[config.mk]
export PLATFORM = sky130hd
export DESIGN_NAME = serial_addsub_ctrl
export DESIGN_NICKNAME = d
export VERILOG_FILES = /design/src/rtl/addsub_pkg.sv /design/src/rtl/nibble_addsub.sv /design/src/rtl/serial_addsub_ctrl.sv
export SDC_FILE = /design/constraint.sdc
export NUM_CORES = 1
export LEC_CHECK = 0
export BUFFER_PORTS_ARGS = -buffer_cell sky130_fd_sc_hd__buf_2
export CORE_MARGIN = 3
export CORE_UTILIZATION = 45
export CTS_CLUSTER_DIAMETER = 120
export DETAILED_ROUTE_END_ITERATION = 16
export PLACE_DENSITY = 0.71
export SLEW_MARGIN = 10
export SYNTH_ARGS = -nofsm -noshare
export SYNTH_HDL_FRONTEND = slang
export SYNTH_SLANG_ARGS = --single-unit
[constraint.sdc]
create_clock -name clk -period 3.3 [get_ports clk]
set_clock_uncertainty 0.1 [all_clocks]
set_input_delay 0.66 -clock clk [delete_from_list [all_inputs] [get_ports clk]]
set_output_delay 0.66 -clock clk [all_outputs]
set_load 0.005 [all_outputs]
[src/rtl/addsub_pkg.sv]
// Shared types for the nibble-serial add/subtract controller.
// Slice width and FSM state encoding.
package addsub_pkg;

    localparam int SLICE_W = 4;

    typedef enum logic [1:0] {
        S_IDLE = 2'd0,
        S_RUN  = 2'd1,
        S_DONE = 2'd2
    } state_e;

endpackage

[src/rtl/nibble_addsub.sv]
// One 4-bit add/subtract slice: four chained full adders.
// B is inverted when subtracting; the caller supplies the carry-in.
module nibble_addsub
    import addsub_pkg::*;
(
    input  logic [SLICE_W-1:0] a4,
    input  logic [SLICE_W-1:0] b4,
    input  logic               cin,
    input  logic               subtract,
    output logic [SLICE_W-1:0] s4,
    output logic               cout
);

    logic [SLICE_W-1:0] bx;
    logic [SLICE_W:0]   c;

    assign bx   = b4 ^ {SLICE_W{subtract}};
    assign c[0] = cin;

    for (genvar i = 0; i < SLICE_W; i++) begin : g_fa
        assign s4[i]  = a4[i] ^ bx[i] ^ c[i];
        assign c[i+1] = (a4[i] & bx[i]) | (c[i] & (a4[i] ^ bx[i]));
    end

    assign cout = c[SLICE_W];

endmodule

[src/rtl/serial_addsub_ctrl.sv]
// Nibble-serial add/subtract controller, LSB nibble first.
// Operands latched on accept; result held until handshake.
module serial_addsub_ctrl
    import addsub_pkg::*;
#(
    parameter int NIBBLES = 4
) (
    input  logic                   clk,
    input  logic                   rst,
    input  logic                   in_valid,
    output logic                   in_ready,
    input  logic [4*NIBBLES-1:0]   a,
    input  logic [4*NIBBLES-1:0]   b,
    input  logic                   subtract,
    output logic                   out_valid,
    input  logic                   out_ready,
    output logic [4*NIBBLES-1:0]   sum,
    output logic                   carry,
    output logic                   overflow
);

    localparam int W  = SLICE_W * NIBBLES;
    localparam int CW = (NIBBLES > 1) ? $clog2(NIBBLES) : 1;

    state_e             state_q;
    logic [W-1:0]       a_q, b_q, sum_q;
    logic               sub_q, cy_q;
    logic               carry_q, ovf_q;
    logic               in_ready_q, out_valid_q;
    logic [CW-1:0]      cnt_q, cnt_d;
    logic               last;
    logic [SLICE_W-1:0] a_nib, b_nib, s4;
    logic               cout;

    always_comb begin
        a_nib = a_q[int'(cnt_q)*SLICE_W +: SLICE_W];
        b_nib = b_q[int'(cnt_q)*SLICE_W +: SLICE_W];
        last  = (cnt_q == CW'(NIBBLES - 1));
        cnt_d = last ? cnt_q : cnt_q + CW'(1);
    end

    nibble_addsub u_slice (
        .a4       (a_nib),
        .b4       (b_nib),
        .cin      (cy_q),
        .subtract (sub_q),
        .s4       (s4),
        .cout     (cout)
    );

    always_ff @(posedge clk) begin
        if (rst) begin
            state_q     <= S_IDLE;
            in_ready_q  <= 1'b1;
            out_valid_q <= 1'b0;
            a_q         <= '0;
            b_q         <= '0;
            sub_q       <= 1'b0;
            cy_q        <= 1'b0;
            cnt_q       <= '0;
            sum_q       <= '0;
            carry_q     <= 1'b0;
            ovf_q       <= 1'b0;
        end else begin
            unique case (state_q)
                S_IDLE: begin
                    if (in_valid) begin
                        a_q        <= a;
                        b_q        <= b;
                        sub_q      <= subtract;
                        cy_q       <= subtract;
                        cnt_q      <= '0;
                        in_ready_q <= 1'b0;
                        state_q    <= S_RUN;
                    end
                end
                S_RUN: begin
                    sum_q[int'(cnt_q)*SLICE_W +: SLICE_W] <= s4;
                    cy_q  <= cout;
                    cnt_q <= cnt_d;
                    if (last) begin
                        carry_q     <= cout;
                        // sign of result is the top bit of the final slice
                        ovf_q       <= (a_q[W-1] == (b_q[W-1] ^ sub_q))
                                     && (s4[SLICE_W-1] != a_q[W-1]);
                        out_valid_q <= 1'b1;
                        state_q     <= S_DONE;
                    end
                end
                S_DONE: begin
                    if (out_ready) begin
                        out_valid_q <= 1'b0;
                        in_ready_q  <= 1'b1;
                        state_q     <= S_IDLE;
                    end
                end
                default: begin
                    out_valid_q <= 1'b0;
                    in_ready_q  <= 1'b1;
                    state_q     <= S_IDLE;
                end
            endcase
        end
    end

    assign in_ready  = in_ready_q;
    assign out_valid = out_valid_q;
    assign sum       = sum_q;
    assign carry     = carry_q;
    assign overflow  = ovf_q;

endmodule

==> flow_metrics.py, run 1 <==
metrics = {
    "global_route": {
        "grt_pass1_wl_mm": 9.84,
        "grt_pass1_vias": 2159,
        "antenna_found_initial": 0,
        "track_usage_pct": 17.5,
        "grt_max_degree": 59,
        "overflow": 0,
    },
    "detailed_routing": {
        "route.detailed.vias_per_inst": 5.15,
        "firstDrtPassIters": 5,
        "drt_iter0_drc": 125,
        "antenna_left": 0,
        "wl_per_cell_microns": 13.5,
        "postRouteWirelength_mm": 5.73,
        "drc": 0,
        "num_vias": 2189,
    },
    "sta": {
        "fin_hold_ws_ps": 351,
        "fin_crit_ps": 3290,
        "hold_violations": 0,
        "timing.fmax_mhz": 304,
        "final.period_utilization_pct": 99.5,
        "finalMaxSlewViolations": 0,
        "rsz0062_at_grt": "true",
        "finalSetupViolations": 0,
        "setup_slack_ps": 14.9,
        "worstMarginPinSlew_ps": 1020,
        "finalSetupTns_ps": 0,
        "relSlewSlack_pct": 31.8,
    },
    "logic_synthesis": {
        "yosysWarnings": 0,
        "postSynth.topFlopCell": "dfxtp_1",
        "yosysUniqueCellTypes": 35,
        "synth_top_area_share_pct": 43.7,
        "synth_common_cells": "nand2_1 (71), dfxtp_1 (58), a21oi_1 (43)",
        "ys_seq_area_share_pct": 43.7,
        "synth_seq_cells": 58,
        "synth.largest_area_cell": "dfxtp_1",
        "synth-async-reset-ratio_pct": 0,
        "syn-cell-area_sq_um": 2660,
        "synthCells": 293,
        "synth_edf_count": 0,
        "syn_area_per_cell_sq_um": 9.08,
        "syn-num-nets": 340,
        "ys_top_cells_by_area": "dfxtp_1 (44%), nand2_1 (10%), a21oi_1 (8.1%)",
        "yosysMostFrequentCell": "nand2_1",
    },
    "clock_tree": {
        "clk_latency_ps": 340,
        "cts_sinks": 58,
        "htreeDepth": 3,
        "cts_tree": "built",
        "ctsHoldBuffers": 0,
        "cts_buffers": 9,
        "clkTransAtPathRegs_ps": 70,
        "cts_buffer_depth": 2,
        "clockRootBuffer": "clkbuf_8",
    },
    "cells_and_area": {
        "register_area_sq_um": 1160,
        "syn_to_final_growth_pct": 19.7,
        "drive_gt1_share_pct": 26.3,
        "stdcell_count": 425,
        "antenna_cells": 0,
        "n_fill_cell": 541,
        "nets": 396,
        "multi_input_area_sq_um": 1340,
    },
    "critical_path": {
        "crit_chain": "mux4_2 -> xnor2_1 -> fa_2 -> fa_2 -> fa_2 -> fa_2 -> or3_1 -> a311oi_1",
        "r2r_end": "overflow$_SDFFE_PP0P_",
        "cp-startpoint": "cnt_q[0]$_SDFFE_PP0P_",
        "crit_type": "flop to flop",
        "crit_top_cell": "fa_2",
        "endpoint": "overflow$_SDFFE_PP0P_",
        "r2r_start": "cnt_q[0]$_SDFFE_PP0P_",
        "end_kind": "flop",
        "crit_path_max_incr_delay_ps": 500,
        "crit_path_start_kind": "flop",
        "reg2reg_slack_ps": 10,
        "crit_arrival_ps": 3430,
        "r2r_cells": 8,
        "cp.required_ps": 3440,
        "critPathMaxFanout": 4,
        "cp_slowest_cell": "mux4_2",
    },
    "die": {
        "chipHeight_microns": 82.9,
        "rows": 27,
        "fp.dieArea_sq_um": 6870,
        "fp.coreArea_sq_um": 5610,
        "initial_utilization_pct": 47.4,
        "ios": 57,
        "fp.dieW_microns": 82.9,
    },
    "pwr": {
        "irDropWorstVdd_mv": 0.347,
        "power_mw": 1.70,
        "leakage_nw": 1.31,
        "p_per_area_nw_per_um2": 534,
    },
    "worst_hold_path": {
        "hold_class": "flop to flop",
        "min_path_cells": 2,
    },
    "placement": {
        "io_buffers": 56,
        "place_congestion": 0.825,
        "place_ws_ps": -84.4,
        "dpl.hpwl_mm": 4.07,
        "dp.cells": 410,
    },
    "flow_run": {
        "maxCapViolCount": 0,
    },
    "status": {
        "status": "finished, final reports clean",
    },
}
==> metal layers <==
layer  wire length, microns  vias up  track usage, %
met5                      0        -               0
met4                     78        0            6.24
met3                    265        9            6.15
met2                   2620       41            27.6
met1                   2760     1021            22.3
li1                       -     1118               -
==> area by class of cell <==
type / instances / area share, %
inverter: 11 / 1.30
clock buffer: 10 / 4.01
timing repair buffer: 64 / 10.7
sequential: 58 / 36.6
multi-input combinational: 205 / 42.1
tap: 72 / 2.83
clock inverter: 5 / 2.48
==> stage by stage <==
step	utilization, %	cell area (sq um)
after floorplan	-	2670
after global placement	53.0	2970
after detailed placement	53.0	2970
after CTS	56.7	3180
after global routing	56.8	3180
final	56.8	3180
==> layout by cell type, fill, tap and decap left out, drive strengths merged <==
cell type  count
or3b           2
o21bai         2
nor2b          1
a311oi         1
xor2           1
a21oi         44
a2bb2oi        1
nor3b          2
ha             6
a211oi         1
a32oi         12
a22oi          1
clkbuf        10
xnor2          4
dfxtp         58
nor2          22
and4bb         2
mux4           8
nand2b         2
nand3b         5
nand4bb        1
nor3           1
fa             4
and3b          2
bufinv         2
or3            5
buf           64
o21a           1
clkinvlp       1
nand3          3
nand2         71
inv           12
clkinv         1
==> sequential cells by signal (all words and copies together) (netlist names) <==
| signal | count |
|---|---|
| b_q | 16 |
| a_q | 16 |
| out_valid | 1 |
| sum | 16 |
| carry | 1 |
| sub_q | 1 |
| overflow | 1 |
| cnt_q | 2 |
| state_q | 2 |
| cy_q | 1 |
| in_ready | 1 |
==> critical path, delay by kind of cell (launching register included) <==
kind	cells	cell delay (ps)
adders and majority gates	4	1510
DFF	1	340
AOI/OAI and AO/OA	1	240
muxes	1	500
xor gates and xnor gates	1	160
and+or+nand+nor	1	350
==> power by group <==
part           internal [mW]  leakage [nW]  total, mW  switching [mW]
sequential             0.734         0.474      0.757          0.0227
combinational          0.109         0.734      0.243           0.134
clock                  0.420         0.103      0.699           0.279
total                   1.26          1.31       1.70           0.435
==> worst min-delay path by stage <==
stage,start,to
global placement,sum[4]$_SDFFE_PP0P_,sum[4]$_SDFFE_PP0P_
finish,sum[6]$_SDFFE_PP0P_,sum[6]$_SDFFE_PP0P_
detailed placement,b_q[10]$_SDFFE_PP0P_,b_q[10]$_SDFFE_PP0P_
CTS,b_q[10]$_SDFFE_PP0P_,b_q[10]$_SDFFE_PP0P_
floorplan,b_q[6]$_SDFFE_PP0P_,b_q[6]$_SDFFE_PP0P_
global route,b_q[10]$_SDFFE_PP0P_,b_q[10]$_SDFFE_PP0P_
==> cell families after synthesis <==
logic type | share of synthesized area (%)
AO/OA/AOI/OAI | 14.4
XOR/XNOR | 1.65
buffers and inverters | 6.44
adder cells (fa/ha/maj) | 5.83
multiplexers | 7.20
flip-flops | 43.6
AND/OR/NAND/NOR | 20.8
==> what timing repair did <==
| item | 4_1_cts | 5_1_grt |
|---|---|---|
| setup buffers | 0 | 0 |
| pin swaps | 2 | 0 |
| resized for setup | 0 | 1 |
| setup endpoints to repair | 4 | 5 |
Note: power is estimated with default switching activity, not from simulation.
==> run 2, diff against run 1 <==
- GPL_TIMING_DRIVEN: default -> 0
==> flow_metrics.py, run 2 (synthesis results as in run 1) <==
metrics = {
    "global_route": {
        "grt_pass1_vias": 2301,
        "track_usage_pct": 19.3,
        "grt_pass1_wl_mm": 10.7,
        "overflow": 0,
        "grt_max_degree": 11,
        "antenna_found_initial": 0,
    },
    "sta": {
        "finalMaxSlewViolations": 0,
        "timing.fmax_mhz": 299,
        "finalSetupTns_ps": -88.6,
        "finalSetupViolations": 3,
        "worstMarginPinSlew_ps": 543,
        "hold_violations": 0,
        "final.period_utilization_pct": 101,
        "setup_slack_ps": -49.2,
        "rsz0062_at_grt": "true",
        "fin_crit_ps": 3350,
        "fin_hold_ws_ps": 353,
        "relSlewSlack_pct": 63.8,
    },
    "critical_path": {
        "crit_path_start_kind": "flop",
        "crit_arrival_ps": 3500,
        "cp.required_ps": 3450,
        "crit_type": "flop to flop",
        "r2r_end": "overflow$_SDFFE_PP0P_",
        "critPathMaxFanout": 4,
        "end_kind": "flop",
        "r2r_start": "cnt_q[0]$_SDFFE_PP0P_",
        "reg2reg_slack_ps": -50,
        "r2r_cells": 8,
    },
    "clock_tree": {
        "clockRootBuffer": "clkbuf_8",
        "htreeDepth": 3,
        "cts_sinks": 58,
        "cts_buffers": 9,
        "cts_tree": "built",
        "cts_buffer_depth": 2,
        "clk_latency_ps": 330,
        "clkTransAtPathRegs_ps": 60,
    },
    "die": {
        "fp.coreArea_sq_um": 5610,
        "ios": 57,
        "chipHeight_microns": 82.9,
        "fp.dieW_microns": 82.9,
        "initial_utilization_pct": 47.4,
        "rows": 27,
        "fp.dieArea_sq_um": 6870,
    },
    "detailed_routing": {
        "wl_per_cell_microns": 14.3,
        "postRouteWirelength_mm": 6.26,
        "drt_iter0_drc": 83,
        "firstDrtPassIters": 4,
        "antenna_left": 0,
        "route.detailed.vias_per_inst": 5.13,
        "num_vias": 2252,
        "drc": 0,
    },
    "placement": {
        "dp.cells": 420,
        "io_buffers": 55,
        "place_ws_ps": -379,
        "place_congestion": 0.817,
        "dpl.hpwl_mm": 4.53,
        "dpl_cell_area_sq_um": 3030,
    },
    "pwr": {
        "p_per_area_nw_per_um2": 513,
        "leakage_nw": 1.36,
        "irDropWorstVdd_mv": 0.276,
    },
    "flow_run": {
        "maxCapViolCount": 0,
    },
    "cells_and_area": {
        "final_cell_mix": "nand2_1 (71), buf_2 (60), dfxtp_1 (56), a21oi_1 (42), nor2_1 (22)",
        "drive_gt1_share_pct": 27.8,
        "fin_area_sq_um": 3270,
        "syn_to_final_growth_pct": 23.1,
        "nets": 409,
        "final_common_cell": "nand2_1",
        "antenna_cells": 0,
        "stdcell_count": 439,
        "n_fill_cell": 560,
    },
    "worst_hold_path": {
        "hold_class": "flop to flop",
        "min_from": "sum[6]$_SDFFE_PP0P_",
        "min_path_cells": 2,
        "hold_end": "sum[6]$_SDFFE_PP0P_",
    },
    "status": {
        "status": "finished, violations left",
        "violations": "setup timing",
    },
}
[run 2: changes by cell type in the layout (fill, tap and decap cells not counted), moves of 3 or more]
cell      change
buf_2         +4
buf_4         -5
clkbuf_8      +3
clkbuf_1      +7
buf_6         +6
[run 2: layout make-up]
class,count,area (sq um),share of cell area [%]
timing repair buffer,58,298,9.09
clock buffer,14,163,4.97
multi-input combinational,205,1340,40.8
buffer,19,144,4.39
clock inverter,2,35.0,1.07
inverter,11,41.3,1.26
sequential,58,1170,35.6
tap,72,90.1,2.75
[run 2: how the worst max path moves through the flow]
stage | from | endpoint | cells past startpoint
after global routing | cnt_q[0]$_SDFFE_PP0P_ | overflow$_SDFFE_PP0P_ | 8
after CTS | cnt_q[0]$_SDFFE_PP0P_ | overflow$_SDFFE_PP0P_ | 8
after detailed placement | cnt_q[1]$_SDFFE_PP0P_ | overflow$_SDFFE_PP0P_ | 9
final | cnt_q[0]$_SDFFE_PP0P_ | overflow$_SDFFE_PP0P_ | 8
after global placement | cnt_q[1]$_SDFFE_PP0P_ | overflow$_SDFFE_PP0P_ | 9
after floorplan | cnt_q[0]$_SDFFE_PP0P_ | overflow$_SDFFE_PP0P_ | 8
[run 2: timing repair]
action	4_1_cts	5_1_grt
gates cloned	0	0
endpoints found under the setup margin	5	5
pin swaps	2	2
gates resized for setup	5	2
hold buffers	0	0
setup buffers	3	0
[run 2: per-stage QoR]
step,util (%),total power [mW]
after floorplan,-,0.943
after global placement,54.1,1.02
after detailed placement,54.1,1.03
after CTS,58.3,1.70
after global routing,58.4,1.76
final,58.4,1.68
[run 2: worst max-delay path, stage by stage, from the launching register on]
cell,delay [ps]
dfxtp_4,370
mux4_2,510
xnor2_1,160
fa_2,350
fa_2,340
fa_2,360
fa_2,460
or3_1,360
a311oi_1,250
[run 2: per-layer routing]
layer | vias to the layer above | routed length (microns) | GRT usage, %
met3 | 10 | 287 | 4.56
met1 | 1036 | 2910 | 24.1
met2 | 62 | 2950 | 31.6
li1 | 1144 | - | -
met4 | 0 | 115 | 8.77
met5 | - | 0 | 0
[run 2: report_power, final]
group          internal [mW]  switching, mW  total, mW
Combinational          0.123          0.150      0.273
Clock                  0.390          0.264      0.653
Sequential             0.734         0.0184      0.753
==> run 3, diff against run 2 <==
- CORE_ASPECT_RATIO: default -> 2
- CORE_UTILIZATION: 45 -> 40
- PLACE_DENSITY: 0.71 -> default
- REMOVE_ABC_BUFFERS: default -> 1
==> flow_metrics.py, run 3 (synthesis results as in run 1) <==
metrics = {
    "global_route": {
        "met2_usage_pct": 29.6,
        "grt_pass1_wl_mm": 9.85,
        "track_usage_pct": 16.8,
        "grt_use_met1_pct": 17.4,
        "grt_pass1_vias": 2111,
        "busiest_layer": "met2",
        "grt_use_met3_pct": 5.00,
        "grt_max_degree": 59,
        "overflow": 0,
        "antenna_found_initial": 0,
    },
    "pwr": {
        "leakage_nw": 1.35,
        "irDropWorstVdd_mv": 0.347,
        "power_mw": 1.93,
        "p_sw_share_pct": 24.1,
        "p_per_area_nw_per_um2": 585,
        "p_comb_share_pct": 13.0,
        "p_clk_share_pct": 47.7,
        "p_seq_share_pct": 39.3,
        "p_int_mw": 1.47,
        "power.switching_mw": 0.467,
    },
    "clock_tree": {
        "cts_buffer_depth": 2,
        "cts_buffers": 9,
        "clockRootBuffer": "clkbuf_16",
        "clk_latency_ps": 320,
        "clkTransAtPathRegs_ps": 50,
        "cts_sinks": 58,
        "ctsHoldBuffers": 0,
        "cts_tree": "built",
        "htreeDepth": 3,
    },
    "sta": {
        "worstMarginPinSlew_ps": 1170,
        "fin_crit_ps": 3400,
        "setup_slack_ps": -101,
        "final.period_utilization_pct": 103,
        "finalMaxSlewViolations": 0,
        "timing.fmax_mhz": 294,
        "finalSetupViolations": 5,
        "rsz0062_at_grt": "true",
        "hold_violations": 0,
        "finalSetupTns_ps": -242,
        "relSlewSlack_pct": 21.9,
    },
    "status": {
        "violations": "setup timing",
        "status": "finished, violations left",
    },
    "cells_and_area": {
        "final_common_cell": "nand2_1",
        "final_util_pct": 52.0,
        "multi_input_area_sq_um": 1370,
        "fin_area_sq_um": 3310,
        "register_area_sq_um": 1170,
        "antenna_cells": 0,
        "syn_to_final_growth_pct": 24.3,
        "drive_gt1_share_pct": 27.7,
        "n_fill_cell": 658,
        "final_cell_mix": "nand2_1 (71), dfxtp_1 (56), buf_2 (56), a21oi_1 (42), nor2_1 (21)",
        "nets": 392,
    },
    "critical_path": {
        "critical_path.top_delay_family": "adder cells",
        "r2r_start": "cnt_q[0]$_SDFFE_PP0P_",
        "crit_path_start_kind": "flop",
        "cp-startpoint": "cnt_q[0]$_SDFFE_PP0P_",
        "cp_slowest_cell": "mux4_2",
        "critPathMaxFanout": 3,
        "r2r_cells": 8,
        "worst-path-buf-inv": 0,
        "crit_arrival_ps": 3520,
        "critical_path_depth": 8,
        "endpoint": "overflow$_SDFFE_PP0P_",
        "crit_type": "flop to flop",
        "crit_top_cell": "fa_2",
        "end_kind": "flop",
        "crit_path_max_incr_delay_ps": 530,
        "r2r_end": "overflow$_SDFFE_PP0P_",
        "reg2reg_slack_ps": -100,
        "crit_chain": "mux4_2 -> xnor2_2 -> fa_2 -> fa_2 -> fa_2 -> fa_2 -> or3_1 -> a311oi_2",
        "cp.required_ps": 3420,
    },
    "flow_run": {
        "maxCapViolCount": 0,
    },
    "detailed_routing": {
        "drc": 0,
        "wl_per_cell_microns": 13.6,
        "firstDrtPassIters": 4,
        "num_vias": 2176,
        "drt_iter0_drc": 95,
        "postRouteWirelength_mm": 5.92,
        "antenna_left": 0,
        "route.detailed.vias_per_inst": 4.99,
    },
    "die": {
        "fp.dieW_microns": 63.7,
        "chipHeight_microns": 121,
        "initial_utilization_pct": 41.8,
        "fp.coreArea_sq_um": 6360,
        "ios": 57,
        "fp.dieArea_sq_um": 7720,
        "rows": 41,
    },
    "placement": {
        "dpl.hpwl_mm": 4.03,
        "place_congestion": 0.772,
        "dpl_cell_area_sq_um": 2940,
        "io_buffers": 56,
    },
    "worst_hold_path": {
        "hold_class": "flop to flop",
    },
}
==> run 3: cell types whose count changed in the layout (fill, tap and decap cells not counted), sizes merged <==
cell / delta
buf: -11
clkinvlp: +1
clkbuf: -9
clkinv: +2
==> run 3: repair_timing <==
action | 4_1_cts | 5_1_grt
setup buffers | 3 | 0
gates resized for setup | 11 | 4
pin swaps | 2 | 4
endpoints found under the setup margin | 12 | 5
==> run 3: worst reg2reg max path, stage by stage, from the launching register on <==
cell	delay, ps
dfxtp_4	360
mux4_2	530
xnor2_2	160
fa_2	370
fa_2	350
fa_2	350
fa_2	450
or3_1	380
a311oi_2	250
==> run 3: how the worst min path moves through the flow <==
stage,endpoint,slack (ps),start,depth (start not counted)
6_report,sum[5]$_SDFFE_PP0P_,340,sum[5]$_SDFFE_PP0P_,2
4_1_cts,sum[7]$_SDFFE_PP0P_,350,sum[7]$_SDFFE_PP0P_,2
5_1_grt,b_q[6]$_SDFFE_PP0P_,370,b_q[6]$_SDFFE_PP0P_,2
3_5_place_dp,sum[5]$_SDFFE_PP0P_,340,sum[5]$_SDFFE_PP0P_,2
3_3_place_gp,sum[5]$_SDFFE_PP0P_,330,sum[5]$_SDFFE_PP0P_,2
2_1_floorplan,b_q[4]$_SDFFE_PP0P_,330,b_q[4]$_SDFFE_PP0P_,2
==> run 3: final cells by class <==
class	count	share of cell area, %
clock buffers	11	7.65
inverters	11	1.25
multi-input cells	205	41.3
clock inverters	5	1.59
repair buffers	60	9.61
well taps	86	3.26
flip-flops and latches	58	35.4
==> run 3: through the flow <==
stage	setup slack, ps	hold slack [ps]	std cells
finish	-101	343	436
detailed placement	-1000	341	417
floorplan	-560	325	274
CTS	-182	348	436
global placement	-1010	335	416
global route	-199	367	436
==> run 3: power by group through the flow <==
stage	Combinational (mW)	Sequential, mW	Clock [mW]
CTS	0.249	0.761	0.937
detailed placement	0.225	0.781	0
global route	0.281	0.765	0.973
global placement	0.220	0.779	0
floorplan	0.142	0.771	0
finish	0.252	0.761	0.922
==> run 3: per-layer routing <==
layer	vias up	share of wire (%)
met5	-	0
met2	60	55
met4	0	2.4
met3	10	4.8
li1	1108	-
met1	998	38
